File: config.mk
export PLATFORM = sky130hd
export DESIGN_NAME = memory_bus_arbiter
export DESIGN_NICKNAME = d
export VERILOG_FILES = /design/src/rtl/memory_bus_arbiter.sv
export SDC_FILE = /design/constraint.sdc
export NUM_CORES = 1
export LEC_CHECK = 0
export ABC_AREA = 1
export CORE_MARGIN = 10
export CORE_UTILIZATION = 30
export CTS_CLUSTER_DIAMETER = 30
export DETAILED_ROUTE_END_ITERATION = 10
export PLACE_DENSITY = 0.73
export SKIP_CTS_REPAIR_TIMING = 1
export SLEW_MARGIN = 20
export SYNTH_ARGS = -nofsm -noshare
export SYNTH_HDL_FRONTEND = slang
export SYNTH_SLANG_ARGS = --single-unit
export TNS_END_PERCENT = 10
File: constraint.sdc
create_clock -name clock -period 1.45 [get_ports clock]
set_input_delay 0.2175 -clock clock [delete_from_list [all_inputs] [get_ports clock]]
set_output_delay 0.2175 -clock clock [all_outputs]
set_load 0.05 [all_outputs]
File: src/rtl/memory_bus_arbiter.sv
// Two-master arbiter sharing one memory bus between instruction fetch and load/store.
// Each access is a registered request/ready handshake with timeout and fetch-starvation bound.
module memory_bus_arbiter #(
  parameter int ADDRESS_WIDTH   = 32,
  parameter int DATA_WIDTH      = 32,
  parameter int TIMEOUT         = 16,
  parameter int MAX_DATA_STREAK = 4
) (
  input  logic                      clock,
  input  logic                      reset,
  input  logic                      inst_request,
  input  logic [ADDRESS_WIDTH-1:0]  inst_address,
  output logic [DATA_WIDTH-1:0]     inst_read_data,
  output logic                      inst_ready,
  output logic                      inst_error,
  input  logic                      data_request,
  input  logic                      data_write_enable,
  input  logic [DATA_WIDTH/8-1:0]   data_select,
  input  logic [ADDRESS_WIDTH-1:0]  data_address,
  input  logic [DATA_WIDTH-1:0]     data_write_data,
  output logic [DATA_WIDTH-1:0]     data_read_data,
  output logic                      data_ready,
  output logic                      data_error,
  output logic                      bus_request,
  output logic                      bus_write_enable,
  output logic [DATA_WIDTH/8-1:0]   bus_select,
  output logic [ADDRESS_WIDTH-1:0]  bus_address,
  output logic [DATA_WIDTH-1:0]     bus_write_data,
  input  logic [DATA_WIDTH-1:0]     bus_read_data,
  input  logic                      bus_ready,
  output logic                      stall
);

  localparam int SEL_W    = DATA_WIDTH / 8;
  localparam int STREAK_W = $clog2(MAX_DATA_STREAK + 1);
  localparam int CNT_W    = $clog2(TIMEOUT);

  typedef enum logic [1:0] {S_IDLE, S_ACCESS, S_RESPOND} state_t;

  state_t                   r_state, w_stateNext;
  logic                     r_ownerData, w_ownerDataNext;
  logic [STREAK_W-1:0]      r_streak, w_streakNext;
  logic [CNT_W-1:0]         r_count, w_countNext;

  logic [DATA_WIDTH-1:0]    r_instReadData, w_instReadDataNext;
  logic                     r_instReady, w_instReadyNext;
  logic                     r_instError, w_instErrorNext;
  logic [DATA_WIDTH-1:0]    r_dataReadData, w_dataReadDataNext;
  logic                     r_dataReady, w_dataReadyNext;
  logic                     r_dataError, w_dataErrorNext;
  logic                     r_busRequest, w_busRequestNext;
  logic                     r_busWriteEnable, w_busWriteEnableNext;
  logic [SEL_W-1:0]         r_busSelect, w_busSelectNext;
  logic [ADDRESS_WIDTH-1:0] r_busAddress, w_busAddressNext;
  logic [DATA_WIDTH-1:0]    r_busWriteData, w_busWriteDataNext;

  logic w_streakFull;
  logic w_grantInst;

  // Fetch only wins when data has already used up its allowance of back-to-back grants.
  assign w_streakFull = (r_streak == STREAK_W'(MAX_DATA_STREAK));
  assign w_grantInst  = inst_request & (~data_request | w_streakFull);

  always_ff @(posedge clock or negedge reset) begin
    if (!reset) begin
      r_state          <= S_IDLE;
      r_ownerData      <= 1'b0;
      r_streak         <= '0;
      r_count          <= '0;
      r_instReadData   <= '0;
      r_instReady      <= 1'b0;
      r_instError      <= 1'b0;
      r_dataReadData   <= '0;
      r_dataReady      <= 1'b0;
      r_dataError      <= 1'b0;
      r_busRequest     <= 1'b0;
      r_busWriteEnable <= 1'b0;
      r_busSelect      <= '0;
      r_busAddress     <= '0;
      r_busWriteData   <= '0;
    end else begin
      r_state          <= w_stateNext;
      r_ownerData      <= w_ownerDataNext;
      r_streak         <= w_streakNext;
      r_count          <= w_countNext;
      r_instReadData   <= w_instReadDataNext;
      r_instReady      <= w_instReadyNext;
      r_instError      <= w_instErrorNext;
      r_dataReadData   <= w_dataReadDataNext;
      r_dataReady      <= w_dataReadyNext;
      r_dataError      <= w_dataErrorNext;
      r_busRequest     <= w_busRequestNext;
      r_busWriteEnable <= w_busWriteEnableNext;
      r_busSelect      <= w_busSelectNext;
      r_busAddress     <= w_busAddressNext;
      r_busWriteData   <= w_busWriteDataNext;
    end
  end

  always_comb begin
    w_stateNext          = r_state;
    w_ownerDataNext      = r_ownerData;
    w_streakNext         = r_streak;
    w_countNext          = r_count;
    w_instReadDataNext   = r_instReadData;
    w_instReadyNext      = 1'b0;
    w_instErrorNext      = 1'b0;
    w_dataReadDataNext   = r_dataReadData;
    w_dataReadyNext      = 1'b0;
    w_dataErrorNext      = 1'b0;
    w_busRequestNext     = r_busRequest;
    w_busWriteEnableNext = r_busWriteEnable;
    w_busSelectNext      = r_busSelect;
    w_busAddressNext     = r_busAddress;
    w_busWriteDataNext   = r_busWriteData;

    case (r_state)
      S_IDLE: begin
        if (inst_request | data_request) begin
          w_stateNext      = S_ACCESS;
          w_countNext      = '0;
          w_busRequestNext = 1'b1;
          if (w_grantInst) begin
            w_ownerDataNext      = 1'b0;
            w_streakNext         = '0;
            w_busWriteEnableNext = 1'b0;
            w_busSelectNext      = '1;
            w_busAddressNext     = inst_address;
            w_busWriteDataNext   = '0;
          end else begin
            w_ownerDataNext      = 1'b1;
            w_busWriteEnableNext = data_write_enable;
            w_busSelectNext      = data_select;
            w_busAddressNext     = data_address;
            w_busWriteDataNext   = data_write_data;
            // The streak only grows while a fetch is actually being held off.
            if (!inst_request)
              w_streakNext = '0;
            else if (!w_streakFull)
              w_streakNext = r_streak + STREAK_W'(1);
          end
        end
      end

      S_ACCESS: begin
        if (bus_ready || (r_count == CNT_W'(TIMEOUT - 1))) begin
          w_stateNext          = S_RESPOND;
          w_busRequestNext     = 1'b0;
          w_busWriteEnableNext = 1'b0;
          w_busSelectNext      = '0;
          w_busAddressNext     = '0;
          w_busWriteDataNext   = '0;
          if (r_ownerData) begin
            w_dataReadyNext    = 1'b1;
            w_dataErrorNext    = ~bus_ready;
            w_dataReadDataNext = bus_ready ? bus_read_data : '0;
          end else begin
            w_instReadyNext    = 1'b1;
            w_instErrorNext    = ~bus_ready;
            w_instReadDataNext = bus_ready ? bus_read_data : '0;
          end
        end else begin
          w_countNext = r_count + CNT_W'(1);
        end
      end

      S_RESPOND: begin
        w_stateNext = S_IDLE;
      end

      default: begin
        w_stateNext          = S_IDLE;
        w_busRequestNext     = 1'b0;
        w_busWriteEnableNext = 1'b0;
        w_busSelectNext      = '0;
        w_busAddressNext     = '0;
        w_busWriteDataNext   = '0;
      end
    endcase
  end

  assign inst_read_data   = r_instReadData;
  assign inst_ready       = r_instReady;
  assign inst_error       = r_instError;
  assign data_read_data   = r_dataReadData;
  assign data_ready       = r_dataReady;
  assign data_error       = r_dataError;
  assign bus_request      = r_busRequest;
  assign bus_write_enable = r_busWriteEnable;
  assign bus_select       = r_busSelect;
  assign bus_address      = r_busAddress;
  assign bus_write_data   = r_busWriteData;

  // Stall is forced low while reset is held so every output reads 0 in reset.
  assign stall = reset & ((inst_request & ~r_instReady) | (data_request & ~r_dataReady));

endmodule
==> results.tsv, run 1 <==
metric	value	unit
number of buffers created by CTS	17	
Slew HR	0.4550	
Worst IR Drop VDD	1.396	mV
area leader, netlist	dfrtp_1	
Worst EP required	1.76	ns
Fin Hold WS	0.3629	ns
DRC violations left	0	
mapped cell area	6625	µm²
via count	6864	
Buffers on Ports	276	
Netlist cell types	23	
WL per Instance	19.56	µm
vias in the first global route	6888	
Reg-to-Reg Start	r_streak[1]$_DFFE_PN0P_	
CP max stage delay	0.39	ns
Final Hold Fails	0	
Flop pwr share	0.249	
initial antenna violation count	4	
Comb pwr share	0.605	
Final Cycle Share	1.060	
violated checks	setup timing	
num rows	54	
Worst Max-Slew Pin Slew	0.8174	ns
clock share of power	0.145	
largest net degree at the start of global routing	149	
Crit path top cell by count	nand2_1	
total track usage	0.1705	
1st-pass router iterations	5	
die width	168.6	µm
top cell type's share of synthesized area	0.5590	
Critical Path Start Type	register	
#FFs+latches synth	148	
Synth area leaders	dfrtp_1 56%, nand2_1 20%, nand3_1 7.9%	
instance area at placement	11300	µm²
total grt overflow	0	
worst path bufs/invs	3	
crit path DAT	1.85	ns
Starting Density	0.3045	
post-route ant nets	0	
Power Internal	0.01663	W
count of final setup violators	63	
I/O Pins	277	
Nets	1265	
RR Endpoint	bus_address[5]$_DFFE_PN0P_	
Final Core Density	0.5821	
fin crit period	1.538	ns
Setup crit end kind	register	
switching pwr	0.01383	W
first-pass GRT wire length	38.84	mm
clk slew on worst S/H paths	0.07	ns
setup repair after global routing missed its margin	yes	
total power	0.03045	W
Net Count, Synth	965	
FF-to-FF setup slack	-0.09	ns
worst-path cell chain	inv_2, ha_2, nand2_2, nand2_4, nand2_8, buf_12, buf_6, nand2_1, nand2_1, nand3_1, nand2_1	
max-slew violations	0	
sequential area share after synthesis	0.5590	
root buffer cell	clkbuf_16	
vias per cell	4.841	
sw frac	0.4541	
Avg Cell Area, Syn	8.040	µm²
clk_skew	0.008398	ns
H-tree Lvls	4	
Skew-Pair Late Insertion Delay	0.42	ns
post-DP HPWL	18.16	mm
CTS tree	yes	
Critical-path top delay cell	dfrtp_1	
critical path depth	11	
Leak	6.155	nW
Sink Count	148	
Clock Tree Buf Depth	2	
crit path to	bus_address[5]$_DFFE_PN0P_	
drt total wl	27.73	mm
crit path from	r_streak[1]$_DFFE_PN0P_	
Max Freq	0.6503	GHz
P per Cell Area	2405	nW/µm²
fin worst setup slack	-0.08766	ns
die area	28430	µm²
Critical Setup Path Class	reg -> reg	
Hold Path Class	in -> reg	
Max Cap Violations	0	
layout cell share with drive strength beyond 1	0.2665	
Initial DRC Count	631	
Die H	168.6	µm
Yosys warning count	0	
GP Congestion	0.8570	
outcome	finished with violations	
core footprint	21760	µm²
Post-Synthesis Cells	824	
Area Overhead vs Synth	91.16	%
reg2reg path depth	11	
Design Area, Final	12660	µm²
Worst Path Max Fanout	8	
critical path's top delay family	simple AND/OR/NAND/NOR gates	
-- cell families after synthesis --
kind of cell | share of synthesized area
fa+ha+maj | 0.005666
flops | 0.5590
simple gates | 0.2859
compound gates | 0.08253
buf+inv | 0.06289
xor+xnor | 0.003967
-- how the worst min path moves through the flow --
| stage | to | depth (start not counted) | startpoint | slack, ns |
|---|---|---|---|---|
| 6_report | bus_write_data[10]$_DFFE_PN0P_ | 3 | data_write_data[10] | 0.36 |
| 3_5_place_dp | bus_address[24]$_DFFE_PN0P_ | 2 | reset | 0.45 |
| 3_3_place_gp | bus_address[28]$_DFFE_PN0P_ | 2 | reset | 0.45 |
| 2_1_floorplan | bus_address[0]$_DFFE_PN0P_ | 0 | reset | -0.08 |
| 5_1_grt | bus_write_data[19]$_DFFE_PN0P_ | 3 | data_write_data[19] | 0.35 |
| 4_1_cts | bus_address[24]$_DFFE_PN0P_ | 2 | reset | -0.009 |
-- state kept, by name, summed over array words and instances, names as in the netlist, 2 cells and up --
name            cells
bus_address        32
r_state             2
bus_select          4
r_count             4
bus_write_data     32
r_streak            3
inst_read_data     32
data_read_data     32
-- Yosys cell counts --
cell      instances
nor2_4            1
xor2_1            1
nor3_1            2
o21ai_0          83
buf_1             5
nor2_2            3
ha_1              3
o21ai_1          22
nand3_2           1
inv_1            42
o22ai_1           2
and2_1            1
nand2_2           1
dfrtp_1         148
xnor2_1           2
nand3b_1          1
o21ai_2           1
nand3_1         105
clkbuf_1         24
buf_4             1
buf_2            27
nand2_1         346
inv_2             2
-- stage by stage --
stage | TNS (ns) | instances | setup slack (ns)
floorplan | -0.8973 | 824 | -0.02084
global placement | -14.11 | 1360 | -0.1879
detailed placement | -19.32 | 1360 | -0.2300
CTS | -4.299 | 1392 | -0.1967
global route | -10.83 | 1417 | -0.1702
finish | -2.059 | 1418 | -0.08766
-- layer usage --
metal | wire length [µm] | vias to the layer above | GRT usage
met1 | 10990 | 3275 | 0.1960
met3 | 3210 | 36 | 0.09148
met4 | 400 | 2 | 0.04315
met2 | 13110 | 324 | 0.2723
li1 | - | 3227 | -
met5 | 13 | - | 0
-- power groups by stage --
stage / Clock (W) / Combinational [W] / Sequential, W
finish: 0.00442 / 0.0184 / 0.00759
global placement: 0 / 0.0173 / 0.00757
floorplan: 0 / 0.00299 / 0.0121
CTS: 0.00454 / 0.0175 / 0.00758
global route: 0.00473 / 0.0193 / 0.00778
detailed placement: 0 / 0.0174 / 0.00764
-- worst min-delay path: stages --
cell and delay [ns]:
clkdlybuf4s50_1 0.39, nand3_1 0.08, o21ai_1 0.06
-- layout make-up --
class,count,area (µm²)
Fill cell,1747,9091
Tap cell,280,350.3
Clock inverter,14,141.4
Antenna cell,1,2.502
Multi-Input combinational cell,575,2833
Sequential cell,148,3704
Clock buffer,18,439.2
Timing Repair Buffer,338,5030
Inverter,44,165.2
-- cell usage in the layout, fill, tap and decap left out, types with 29 or more instances in the layout --
cell type and n:
buf_12 150, buf_4 30, clkbuf_16 29, clkdlybuf4s50_1 134, dfrtp_1 148, inv_1 41, nand2_1 311, nand3_1 83
o21ai_0 62, o21ai_1 43
Note: power is estimated with default switching activity, not from simulation.
==> run 2, diff against run 1 <==
--- a/config.mk
+++ b/config.mk
@@ -10,7 +10,7 @@
 export CORE_UTILIZATION = 30
 export CTS_CLUSTER_DIAMETER = 30
 export DETAILED_ROUTE_END_ITERATION = 10
-export PLACE_DENSITY = 0.73
+export PLACE_DENSITY = 0.71
 export SKIP_CTS_REPAIR_TIMING = 1
 export SLEW_MARGIN = 20
 export SYNTH_ARGS = -nofsm -noshare
==> constraint.sdc (replaced) <==
create_clock -name clock -period 1.42 [get_ports clock]
set_input_delay 0.213 -clock clock [delete_from_list [all_inputs] [get_ports clock]]
set_output_delay 0.213 -clock clock [all_outputs]
set_load 0.05 [all_outputs]
==> run 2 against run 1 <==
Against the previous run: the run still ends with setup timing left; non-clock buffer count decreased by 4; final cell count fell by 0.35%; die area unchanged; first-iteration DRC count shrank 19%; combinational power about the same; flip-flop and latch count did not move.
==> results.tsv, run 2 (same netlist as run 1, synthesis figures left out) <==
metric	value	unit
outcome	finished with violations	
violated checks	setup timing	
critical path's top delay family	simple AND/OR/NAND/NOR gates	
Area Overhead vs Synth	85.25	%
Max Freq	0.6615	GHz
count of final setup violators	78	
num rows	54	
die area	28430	µm²
fin crit period	1.512	ns
Starting Density	0.3045	
Sink Count	148	
worst path bufs/invs	3	
Initial DRC Count	512	
Hold Path Class	in -> reg	
core footprint	21760	µm²
via count	6722	
initial antenna violation count	0	
# diodes	0	
clk_skew	0.01331	ns
FF-to-FF setup slack	-0.09	ns
max-slew violations	0	
CTS tree	yes	
Die H	168.6	µm
commonest cells after routing, fill and taps aside	342 x nand2_1, 149 x buf_12, 148 x dfrtp_1	
1st-pass router iterations	5	
CP max stage delay	0.35	ns
DRC violations left	0	
drt total wl	25.82	mm
post-DP HPWL	18.45	mm
Worst Path Max Fanout	5	
post-route ant nets	0	
crit path DAT	1.81	ns
commonest non-fill, non-tap cell in the layout	nand2_1	
die width	168.6	µm
Slew HR	0.5686	
Critical-path top delay cell	dfrtp_1	
Worst EP required	1.71	ns
Critical Setup Path Class	reg -> reg	
fin worst setup slack	-0.09171	ns
Final Core Density	0.5641	
Fin Hold WS	0.3610	ns
clk slew on worst S/H paths	0.06	ns
total track usage	0.1691	
total grt overflow	0	
P per Cell Area	2468	nW/µm²
Final Cycle Share	1.065	
I/O Pins	277	
Leak	6.037	nW
largest net degree at the start of global routing	120	
Critical Path Start Type	register	
root buffer cell	clkbuf_16	
vias per cell	4.757	
H-tree Lvls	4	
Clock Tree Buf Depth	2	
layout cell share with drive strength beyond 1	0.2207	
Worst Max-Slew Pin Slew	0.6472	ns
Setup crit end kind	register	
Buffers on Ports	276	
first-pass GRT wire length	38.27	mm
vias in the first global route	6727	
number of buffers created by CTS	17	
GP Congestion	0.8504	
WL per Instance	18.28	µm
worst-path cell chain	inv_1, ha_2, nand2_2, nand2_4, nand2_8, buf_12, clkinvlp_4, o21ai_2, nand2_1	
Inst Count DP	1370	
Nets	1261	
Final Hold Fails	0	
fin cells	1413	
# fillers	1850	
Skew-Pair Late Insertion Delay	0.43	ns
Fin Setup TNS	-2.742	ns
setup repair after global routing missed its margin	yes	
Max Cap Violations	0	
Worst IR Drop VDD	1.090	mV
total power	0.03029	W
==> run 2: changes by cell type in the layout (fill, tap and decap cells not counted), sizes merged <==
cell / before / now
inv: 52 / 46
diode: 1 / 0
bufinv: 1 / 0
clkinvlp: 3 / 5
clkbuf: 30 / 27
clkinv: 2 / 6
==> run 2: worst reg2reg max path, delay by kind of cell (launching register included) <==
family / cells / cell delay (ns)
AO/OA/AOI/OAI: 1 / 0.18
adder cells (fa/ha/maj): 1 / 0.18
buffers and inverters: 3 / 0.31
flip-flops: 1 / 0.35
AND/OR/NAND/NOR: 4 / 0.36
==> run 2: final timing paths <==
| check | startpoint | to | depth (start not counted) |
|---|---|---|---|
| setup reg to reg | r_streak[0]$_DFFE_PN0P_ | bus_select[3]$_DFFE_PN0P_ | 9 |
| setup / recovery | r_streak[0]$_DFFE_PN0P_ | bus_select[3]$_DFFE_PN0P_ | 9 |
| hold / removal | data_write_data[11] | bus_write_data[11]$_DFFE_PN0P_ | 3 |
| hold reg to reg | bus_request$_DFFE_PN0P_ | bus_request$_DFFE_PN0P_ | 2 |
| min in group asynchronous | reset | inst_read_data[25]$_DFFE_PN0P_ | 3 |
| max in group asynchronous | reset | data_read_data[5]$_DFFE_PN0P_ | 3 |
==> run 2: power breakdown <==
part,total (W),switching (W),internal [W],leakage (nW)
Sequential,0.00781,0.00192,0.00589,1.95
Combinational,0.0182,0.00991,0.00831,3.83
Clock,0.00426,0.00192,0.00235,0.262
Total,0.0303,0.0137,0.0165,6.04
==> run 2: metrics by stage <==
stage	setup slack, ns	cell area (µm²)
6_report	-0.09171	12270
5_1_grt	-0.1902	12270
4_1_cts	-0.2738	11930
3_5_place_dp	-0.3232	11380
3_3_place_gp	-0.3246	11380
2_1_floorplan	-0.01906	6663
==> run 2: per-layer routing <==
| metal | wire length, µm | global-route usage |
|---|---|---|
| met1 | 10320 | 0.1951 |
| met2 | 12320 | 0.2700 |
| met3 | 2639 | 0.07990 |
| met4 | 547 | 0.05867 |
| met5 | 0 | 0 |
==> run 2: cell type report <==
| type | count | area, µm² | share of cell area |
|---|---|---|---|
| tap | 280 | 350.3 | 0.02855 |
| inverter | 44 | 171.4 | 0.01397 |
| timing repair buffer | 334 | 4915 | 0.4004 |
| multi-input combinational | 575 | 2579 | 0.2101 |
| clock buffer | 19 | 452.9 | 0.03690 |
| clock inverter | 13 | 101.3 | 0.008258 |
| sequential | 148 | 3704 | 0.3018 |
==> run 3, diff against run 2 <==
--- a/config.mk
+++ b/config.mk
@@ -6,7 +6,7 @@
 export NUM_CORES = 1
 export LEC_CHECK = 0
 export ABC_AREA = 1
-export CORE_MARGIN = 10
+export CORE_MARGIN = 1
 export CORE_UTILIZATION = 30
 export CTS_CLUSTER_DIAMETER = 30
 export DETAILED_ROUTE_END_ITERATION = 10
==> run 3 against run 2 <==
Against the previous run: clock power up 18%; non-clock buffer count grew 5; sequential power down 1%; hold slack worse by 0.053 ns; final area grew 2.0%; fmax increased by 1.4%; clock skew down 0.0031 ns; flip-flop and latch count unchanged; the run still ends with setup timing left; setup slack improved by 0.021 ns; register-to-register slack improved by 0.02 ns.
==> results.tsv, run 3 (same netlist as run 1, synthesis figures left out) <==
metric	value	unit
root buffer cell	clkbuf_16	
Worst Path Max Fanout	21	
Buffers on Ports	276	
first-pass GRT wire length	33.58	mm
H-tree Lvls	4	
1st-pass router iterations	5	
Nets	1266	
reg2reg path depth	10	
# diodes	0	
RR Endpoint	bus_address[27]$_DFFE_PN0P_	
Starting Density	0.3045	
DRC violations left	0	
I/O Pins	277	
clk_skew	0.01020	ns
Inst Count DP	1368	
drt total wl	23.83	mm
number of buffers created by CTS	17	
violated checks	setup timing	
Area Overhead vs Synth	88.97	%
Slew HR	0.5316	
via count	6759	
Fin Hold WS	0.3081	ns
fin worst setup slack	-0.07109	ns
fin cells	1417	
Fin Setup TNS	-2.093	ns
die area	22680	µm²
Hold Path Class	in -> reg	
Sink Count	148	
Final Core Density	0.5755	
commonest cells after routing, fill and taps aside	332 x nand2_1, 152 x buf_12, 148 x dfrtp_1	
num rows	54	
initial antenna violation count	2	
post-DP HPWL	15.83	mm
worst hold path stage count	4	
Final Cycle Share	1.050	
vias in the first global route	6348	
Clock Tree Buf Depth	2	
WL per Instance	16.82	µm
GP Congestion	0.8401	
fin crit period	1.491	ns
Initial DRC Count	306	
layout cell share with drive strength beyond 1	0.2392	
crit path to	bus_address[27]$_DFFE_PN0P_	
total power	0.03123	W
Final Hold Fails	0	
Worst EP required	1.77	ns
total track usage	0.1921	
commonest non-fill, non-tap cell in the layout	nand2_1	
Reg-to-Reg Start	r_streak[0]$_DFFE_PN0P_	
Critical Setup Path Class	reg -> reg	
die width	150.6	µm
Max Freq	0.6707	GHz
vias per cell	4.770	
clk slew on worst S/H paths	0.06	ns
crit path from	r_streak[0]$_DFFE_PN0P_	
Max Cap Violations	0	
# fillers	1826	
Worst IR Drop VDD	1.161	mV
Setup crit end kind	register	
Critical Path Start Type	register	
P per Cell Area	2494	nW/µm²
total grt overflow	0	
Die H	150.6	µm
core footprint	21760	µm²
FF-to-FF setup slack	-0.07	ns
post-route ant nets	0	
crit path DAT	1.84	ns
outcome	finished with violations	
Skew-Pair Late Insertion Delay	0.41	ns
count of final setup violators	99	
Worst Max-Slew Pin Slew	0.7002	ns
CTS tree	yes	
max-slew violations	0	
Leak	6.145	nW
setup repair after global routing missed its margin	yes	
largest net degree at the start of global routing	72	
==> run 3: critical path, cell delays in order, from the launching register on <==
cell and delay, ns:
dfrtp_1 0.39, inv_1 0.08, ha_2 0.17, nand2_2 0.07, nand2_4 0.10, buf_6 0.12, buf_12 0.15, nand3_1 0.09
nand2_1 0.11, nand3_1 0.08, nand2_1 0.06
==> run 3: per-stage QoR <==
step / worst slack, ns / instance area [µm²]
final: -0.07109 / 12520
after global routing: -0.1475 / 12520
after CTS: -0.2062 / 12060
after detailed placement: -0.2625 / 11410
after global placement: -0.1965 / 11410
after floorplan: -0.01906 / 6663
==> run 3: worst min path at each step <==
| stage | start | to |
|---|---|---|
| floorplan | reset | bus_address[0]$_DFFE_PN0P_ |
| global placement | reset | bus_address[27]$_DFFE_PN0P_ |
| detailed placement | reset | bus_address[27]$_DFFE_PN0P_ |
| CTS | reset | bus_address[27]$_DFFE_PN0P_ |
| global route | inst_request | r_streak[1]$_DFFE_PN0P_ |
| finish | inst_request | r_streak[1]$_DFFE_PN0P_ |
==> run 3: cell type report <==
| class | count | area [µm²] | area share |
|---|---|---|---|
| Multi-Input combinational cell | 575 | 2669 | 0.2132 |
| Inverter | 44 | 167.7 | 0.01339 |
| Clock buffer | 20 | 456.7 | 0.03648 |
| Tap cell | 280 | 350.3 | 0.02798 |
| Sequential cell | 148 | 3704 | 0.2958 |
| Timing Repair Buffer | 339 | 4974 | 0.3973 |
| Clock inverter | 11 | 198.9 | 0.01589 |
==> run 3: power breakdown <==
part / internal, W / switching (W)
Clock: 0.00322 / 0.00180
Combinational: 0.00846 / 0.0100
Sequential: 0.00589 / 0.00183
==> run 3: metal layers <==
metal / routed length, µm / share of wire / global-route usage
met4: 329 / 0.014 / 0.06250
met3: 2287 / 0.096 / 0.06697
met2: 11910 / 0.50 / 0.3279
met1: 9308 / 0.39 / 0.2244
met5: 0 / 0 / 0
